<file path="src/rtl/imem_loader.sv">
// Instruction memory loader: packs a byte stream into little-endian words
// and writes them to consecutive word addresses while holding the CPU.
module imem_loader #(
    parameter int DEPTH  = 64,
    parameter int ADDR_W = 6
) (
    input  logic              clk,
    input  logic              rst_n,
    input  logic              start,
    input  logic              in_valid,
    input  logic [7:0]        in_data,
    input  logic              in_last,
    output logic              in_ready,
    output logic              we,
    output logic [31:0]       waddr,
    output logic [31:0]       wdata,
    output logic              cpu_hold,
    output logic              done,
    output logic              error,
    output logic [ADDR_W:0]   words_loaded
);

    localparam logic [1:0] IDLE  = 2'd0;
    localparam logic [1:0] LOAD  = 2'd1;
    localparam logic [1:0] WRITE = 2'd2;
    localparam logic [1:0] DONE  = 2'd3;

    logic [1:0]        state;
    logic [ADDR_W-1:0] word_idx;
    logic [1:0]        byte_idx;
    logic              last_seen;
    logic [31:0]       buffer;
    logic [31:0]       buf_nx;
    logic              accept;

    assign in_ready = (state == LOAD);
    assign we       = (state == WRITE);
    assign cpu_hold = (state == LOAD) || (state == WRITE);
    assign done     = (state == DONE);
    assign accept   = in_valid && in_ready;

    // Upper bytes stay zero because the buffer is cleared between words.
    always_comb begin
        buf_nx = buffer;
        buf_nx[{byte_idx, 3'b000} +: 8] = in_data;
    end

    always_ff @(posedge clk or negedge rst_n) begin
        if (!rst_n) begin
            state        <= IDLE;
            waddr        <= '0;
            wdata        <= '0;
            error        <= 1'b0;
            words_loaded <= '0;
            word_idx     <= '0;
            byte_idx     <= '0;
            last_seen    <= 1'b0;
            buffer       <= '0;
        end else begin
            case (state)
                IDLE, DONE: begin
                    if (start) begin
                        state        <= LOAD;
                        error        <= 1'b0;
                        words_loaded <= '0;
                        word_idx     <= '0;
                        byte_idx     <= '0;
                        last_seen    <= 1'b0;
                        buffer       <= '0;
                    end
                end
                LOAD: begin
                    if (accept) begin
                        buffer   <= buf_nx;
                        byte_idx <= byte_idx + 2'd1;
                        if (byte_idx == 2'd3 || in_last) begin
                            state     <= WRITE;
                            last_seen <= in_last;
                            waddr     <= {{(30-ADDR_W){1'b0}}, word_idx, 2'b00};
                            wdata     <= buf_nx;
                        end
                    end
                end
                WRITE: begin
                    word_idx     <= word_idx + 1'b1;
                    words_loaded <= words_loaded + 1'b1;
                    byte_idx     <= '0;
                    buffer       <= '0;
                    if (last_seen) begin
                        state <= DONE;
                    end else if (word_idx == ADDR_W'(DEPTH-1)) begin
                        state <= DONE;
                        error <= 1'b1;
                    end else begin
                        state <= LOAD;
                    end
                end
                default: state <= IDLE;
            endcase
        end
    end

endmodule
</file>
<file path="config.mk">
export PLATFORM = sky130hd
export DESIGN_NAME = imem_loader
export DESIGN_NICKNAME = d
export VERILOG_FILES = /design/src/rtl/imem_loader.sv
export SDC_FILE = /design/constraint.sdc
export NUM_CORES = 1
export LEC_CHECK = 0
export BUFFER_PORTS_ARGS = -buffer_cell sky130_fd_sc_hd__buf_2
export CAP_MARGIN = 20
export CELL_PAD_IN_SITES_DETAIL_PLACEMENT = 0
export CELL_PAD_IN_SITES_GLOBAL_PLACEMENT = 1
export CORE_MARGIN = 3
export CORE_UTILIZATION = 45
export CTS_CLUSTER_DIAMETER = 30
export DETAILED_ROUTE_END_ITERATION = 7
export PLACE_DENSITY_LB_ADDON = 0.1
export SLEW_MARGIN = 20
export SYNTH_ARGS = -nofsm -noshare
export SYNTH_HDL_FRONTEND = slang
export SYNTH_SLANG_ARGS = --single-unit
export TNS_END_PERCENT = 50
</file>
<file path="constraint.sdc">
create_clock -name clk -period 3.2 [get_ports clk]
set_input_delay 0.16 -clock clk [delete_from_list [all_inputs] [get_ports clk]]
set_output_delay 0.16 -clock clk [all_outputs]
set_load 0.01 [all_outputs]
</file>
; ---- Word level (Yosys, flattened, before mapping)
; Cells that the tools add are included.
[word_totals]
rom_bits = 0
regBits = 89
latchBits = 0
inputBits = 13
word_cells = 62
mem_bits_rw = 0
memories = 0
[classes]
shift = 2
n_addsub = 4
bitwise = 0
magnitude_cmp = 0
div = 0
eq_ne = 10
mux = 24
n_reduce_logical = 13
multipliers = 0
[op_table]
columns = op, n
row1 = one-hot mux 32 bit (3 select lines), 1
row2 = 2-to-1 mux 32 bit, 2
row3 = bitwise mux 32 bit, 1
row4 = "variable shift 8 x 7 -> 32 bit, first input constant", 1
row5 = indexed part select 8 x 7 -> 32 bit, 1
row6 = 2-to-1 mux 2 bit, 7
row7 = one-hot mux 7 bit (2 select lines), 1
row8 = one-hot mux 2 bit (3 select lines), 2
row9 = one-hot mux 6 bit (2 select lines), 1
row10 = AND reduction 4 bit, 2
row11 = "adder 7 x 1 -> 7 bit, second input constant", 1
row12 = 2-to-1 mux 7 bit, 1
row13 = negator 5 -> 7 bit, 1
row14 = "adder 6 x 1 -> 6 bit, second input constant", 1
row15 = "equality test 2 bit, second input constant", 3
row16 = "equality test 6 bit, second input constant", 1
row17 = 2-to-1 mux 6 bit, 1
row18 = "!= test 2 x 1 -> 1 bit, second input constant", 3
row19 = AND reduction 3 bit, 2
row20 = 2-to-1 mux 1 bit, 5
row21 = "!= test 2 bit, second input constant", 2
row22 = one-hot mux 1 bit (2 select lines), 2
row23 = AND reduction 2 bit, 2
row24 = nonzero test 2 bit, 2
row25 = other kinds (6), 7

; ---- Longest topological paths before layout
[depth]
depth_word = 5
depth_mapped = 8

; ---- Worst setup path before layout
; No wires, ideal clock.
[synth_path]
path_kind = flip-flop to flip-flop
start = reg byte_idx[0]
end = reg buffer[16]
setup_time_ps = 122
stages_incl_launch_ff = 8
n_path_buf = 2
path_slack_ps = 1367
arrival_time_ps = 1712
path_cell_list = dfrtp_1 -> inv_1 -> ha_1 -> and4bb_1 -> buf_6 -> and2_1 -> buf_6 -> a32o_1
[synth_via]
elab_chain_cells = 5
elab_cells_between_ends = 6
cone_classes = add/sub (1) / shift (2) / mux (3)
[synth_rtl]
columns = item, line_no
row1 = from (decl), 30  ; logic [1:0] byte_idx;
row2 = from (signal assigned), 75  ; byte_idx <= byte_idx + 2'd1;
row3 = negator 5 -> 7 bit *, 45  ; buf_nx[{byte_idx, 3'b000} +: 8] = in_data;
row4 = indexed part select 8 x 7 -> 32 bit / variable shift 8 x 7 -> 32 bit (equally long branches), 45
row5 = bitwise mux 32 bit *, 45
row6 = 2-to-1 mux 32 bit *, 73  ; if (accept) begin
row7 = one-hot mux 32 bit (3 select lines) *, 60  ; case (state)
row8 = to (signal assigned), 74  ; buffer <= buf_nx;
row9 = to (decl), 32  ; logic [31:0] buffer;
; Mark *: on every way between the ends. The rest lies on a longest branch, timed or not. The select of a mux whose other input is x is not followed.
; A chain may end at the register's enable or synchronous reset.

; ---- Worst setup path in the final report
[layout_path]
start = reg byte_idx[0]
end = reg buffer[0]
; Same word-level chain as after synthesis.

==> results.cfg <==
[outcome]
status = completed

[final_layout]
diodes = 0
fin_nets = 473
synthToLayoutAreaGrowth_pct = 10.4
multi_input_area_sq_um = 1760
seq_area_sq_um = 2230
drive_gt1_share_pct = 21.1
nFillCells = 889
fin_util_pct = 51.2
final_cells = 583

[timing]
rsz0062_at_grt = false
worst_pin_slew_ns = 0.674
fin_tns_setup_ns = 0
holdWs_ns = 0.0586
clock_skew_ns = 0.0108
slew_headroom_pct = 55.0
fin_crit_ns = 2.12
setup_viol = 0
fmax_ghz = 0.472
hold_viol_final = 0
finalMaxSlewViolations = 0
fin_crit_sh_pct = 66.2

[clocking]
clockBufferDepth = 2
clk_latency_ns = 0.35
cts_setup_buffers = 0
cts-root-buf = clkbuf_8
numCtsBuffers = 9
numClockSinks = 89
post_cts_resized = 0
clk_pin_slew_ns = 0.09
cts_max_level = 3
ctsHoldBuffers = 1
cts_tree = built

[route]
vias = 3178
first_iter_violations = 163
drtPass1Iterations = 4
viasPerCell = 5.45
drc = 0
wl_per_cell_microns = 16.5
final_antenna_net_count = 0
drt-total-wl_microns = 9610

[synthesis]
async_flop_share_pct = 100
yosysUniqueCellTypes = 44
synth.yosys.seq_area_share_pct = 51.7
syn-cell-area_sq_um = 4300
synth_cells = 400
synth_edf_count = 0
synth-seq-cells = 89
synthFlopType = dfrtp_1
postSynthAreaPerCell_sq_um = 10.8
yosysWarnings = 0

[global_route]
grt_overflow_total = 0
grt_usage_pct = 18.3
grt_start_max_net_pins = 41
grt_pass1_vias = 3023
antenna_found_initial = 0
grt_pass1_wl_microns = 16000

[setup_path]
cp_max_fo = 10
max_stage_delay_ns = 0.49
cp_data_arrival_time_ns = 2.41
start_kind = flop
cp_cell_sequence = inv_1 > ha_1 > and4bb_2 > nor3b_4 > a22o_1
critical_path_required_ns = 3.49
slowest_stage = dfrtp_1
path_class = reg -> reg
critPathCaptureType = flop

[power]
ir_worst_vdd_v = 0.000358
p_int_mw = 2.37
switching_share_pct = 39.6
p_per_area_nw_per_um2 = 825
combPwrFrac_pct = 39.8
seq_power_share_pct = 40.3
finalPower_mw = 3.92
leakagePower_nw = 2.18
p_switching_mw = 1.55
pwr-share-clk_pct = 19.8

[floorplan]
core.rowCount = 35
die_x_microns = 104
ios = 89
coreArea_sq_um = 9280
dieArea_sq_um = 10800
initial_core_util_pct = 46.4
dieHeight_microns = 104

[run]
cap_violations = 0

[placed_design]
io_buffers = 62
dpl.hpwl_microns = 6710
routabilityCongestion = 0.793
dpl.cell_count = 566

[min_path]
hold_path_class = in -> reg
[power by group through the flow]
stage / Combinational, mW / Sequential [mW] / Clock (mW)
after CTS: 1.57 / 1.59 / 0.797
after detailed placement: 1.56 / 1.60 / 0
final: 1.56 / 1.58 / 0.778
after global placement: 1.55 / 1.60 / 0
after floorplan: 1.03 / 1.70 / 0
after global routing: 1.76 / 1.63 / 0.843
[cell families after synthesis]
kind of cell,Yosys count,synth area share (%)
AOI/OAI and AO/OA,128,21.0
and+or+nand+nor,95,12.4
DFF,89,51.7
buffers and inverters,68,9.59
adders and majority gates,11,3.20
muxes,8,2.03
other,1,0.0871
[per-layer routing]
metal / vias up / global-route usage, % / share of wire (%)
met1: 1546 / 26.9 / 48
li1: 1511 / - / -
met2: 111 / 27.0 / 45
met5: - / 0 / 0
met4: 0 / 4.37 / 0.94
met3: 10 / 4.74 / 6.6
[final cells by class]
| type | count | area share (%) |
|---|---|---|
| inverter | 13 | 1.03 |
| timing repair buffer | 68 | 7.58 |
| sequential | 89 | 46.9 |
| clock inverter | 5 | 1.16 |
| tap | 129 | 3.40 |
| multi-input combinational | 268 | 37.0 |
| clock buffer | 11 | 2.98 |
[layout by cell type (no fill, tap or decap), types with 2 or more instances in the layout]
| cell | count |
|---|---|
| dfrtp_1 | 89 |
| buf_2 | 61 |
| a21oi_1 | 36 |
| nor2_1 | 33 |
| conb_1 | 26 |
| a22o_1 | 20 |
| a22oi_1 | 18 |
| a32o_1 | 16 |
| nand3_1 | 14 |
| inv_1 | 11 |
| nand2b_1 | 11 |
| ha_1 | 11 |
| o21ai_0 | 10 |
| clkbuf_8 | 10 |
| a31oi_1 | 8 |
| nand2_1 | 7 |
| and2_1 | 7 |
| mux2_2 | 6 |
| a32oi_1 | 6 |
| buf_4 | 6 |
| or3_1 | 5 |
| o21ai_1 | 4 |
| o31ai_1 | 4 |
| nor2b_1 | 3 |
| or4_1 | 3 |
| nor3b_2 | 2 |
| clkinv_1 | 2 |
| and4bb_2 | 2 |
| mux2i_1 | 2 |
| o2bb2ai_1 | 2 |
| clkinv_2 | 2 |
| clkinvlp_4 | 2 |
[metrics by stage]
| step | area (sq um) | setup slack, ns |
|---|---|---|
| 2_1_floorplan | 4400 | 1.37 |
| 6_report | 4750 | 1.08 |
| 3_3_place_gp | 4550 | 1.15 |
| 5_1_grt | 4750 | 0.889 |
| 3_5_place_dp | 4550 | 1.10 |
| 4_1_cts | 4750 | 1.10 |
[cells in the mapped netlist, types with 2 or more instances]
cell       count  area [sq um]
and4bb_2       2          25.0
mux2i_1        2          20.0
buf_4         31           233
clkinv_1       2          7.51
nor2b_1        3          18.8
ha_1          11           138
nor3b_2        2          25.0
nor2_1        33           124
o31ai_1        4          30.0
nand2b_1      11          68.8
buf_6          4          45.0
o21ai_1        4          20.0
a31oi_1        8          50.1
inv_1         11          41.3
and2_1         7          43.8
buf_2          9          45.0
o21ai_0       10          50.1
dfrtp_1       89          2230
mux2_2         6          67.6
nand2_1        7          26.3
o2bb2ai_1      2          17.5
or3_1          5          31.3
clkbuf_1       2          7.51
a32o_1        16           160
nand3_1       14          70.1
a22oi_1       18           135
buf_1          9          33.8
a21oi_1       36           180
or4_1          3          22.5
a22o_1        20           175
a32oi_1        6          52.6
[flip-flops by register name, summed over array words and instances, names as in the netlist]
name and count:
buffer 32, byte_idx 2, error 1, last_seen 1, state 2, waddr 6, wdata 32, word_idx 6
words_loaded 7
[final timing paths]
| path | endpoint | cells past startpoint | start | slack (ns) |
|---|---|---|---|---|
| min reg2reg | error$_DFFE_PN0P_ | 1 | error$_DFFE_PN0P_ | 0.49 |
| max | buffer[0]$_DFFE_PN0P_ | 5 | byte_idx[0]$_DFFE_PN0P_ | 1.08 |
| min | last_seen$_DFFE_PN0P_ | 2 | in_last | 0.06 |
| max in group asynchronous | byte_idx[1]$_DFFE_PN0P_ | 3 | rst_n | 2.21 |
| max reg2reg | buffer[0]$_DFFE_PN0P_ | 5 | byte_idx[0]$_DFFE_PN0P_ | 1.08 |
| min in group asynchronous | words_loaded[6]$_DFFE_PN0P_ | 2 | rst_n | 0.24 |
[worst max-delay path: cells and delay by family, from the launching register on]
kind	cells	cell delay [ns]
adder cells (fa/ha/maj)	1	0.37
buffers and inverters	1	0.14
AND/OR/NAND/NOR	2	0.85
AO/OA/AOI/OAI	1	0.21
flip-flops	1	0.49
Note: power is estimated with default switching activity, not from simulation.
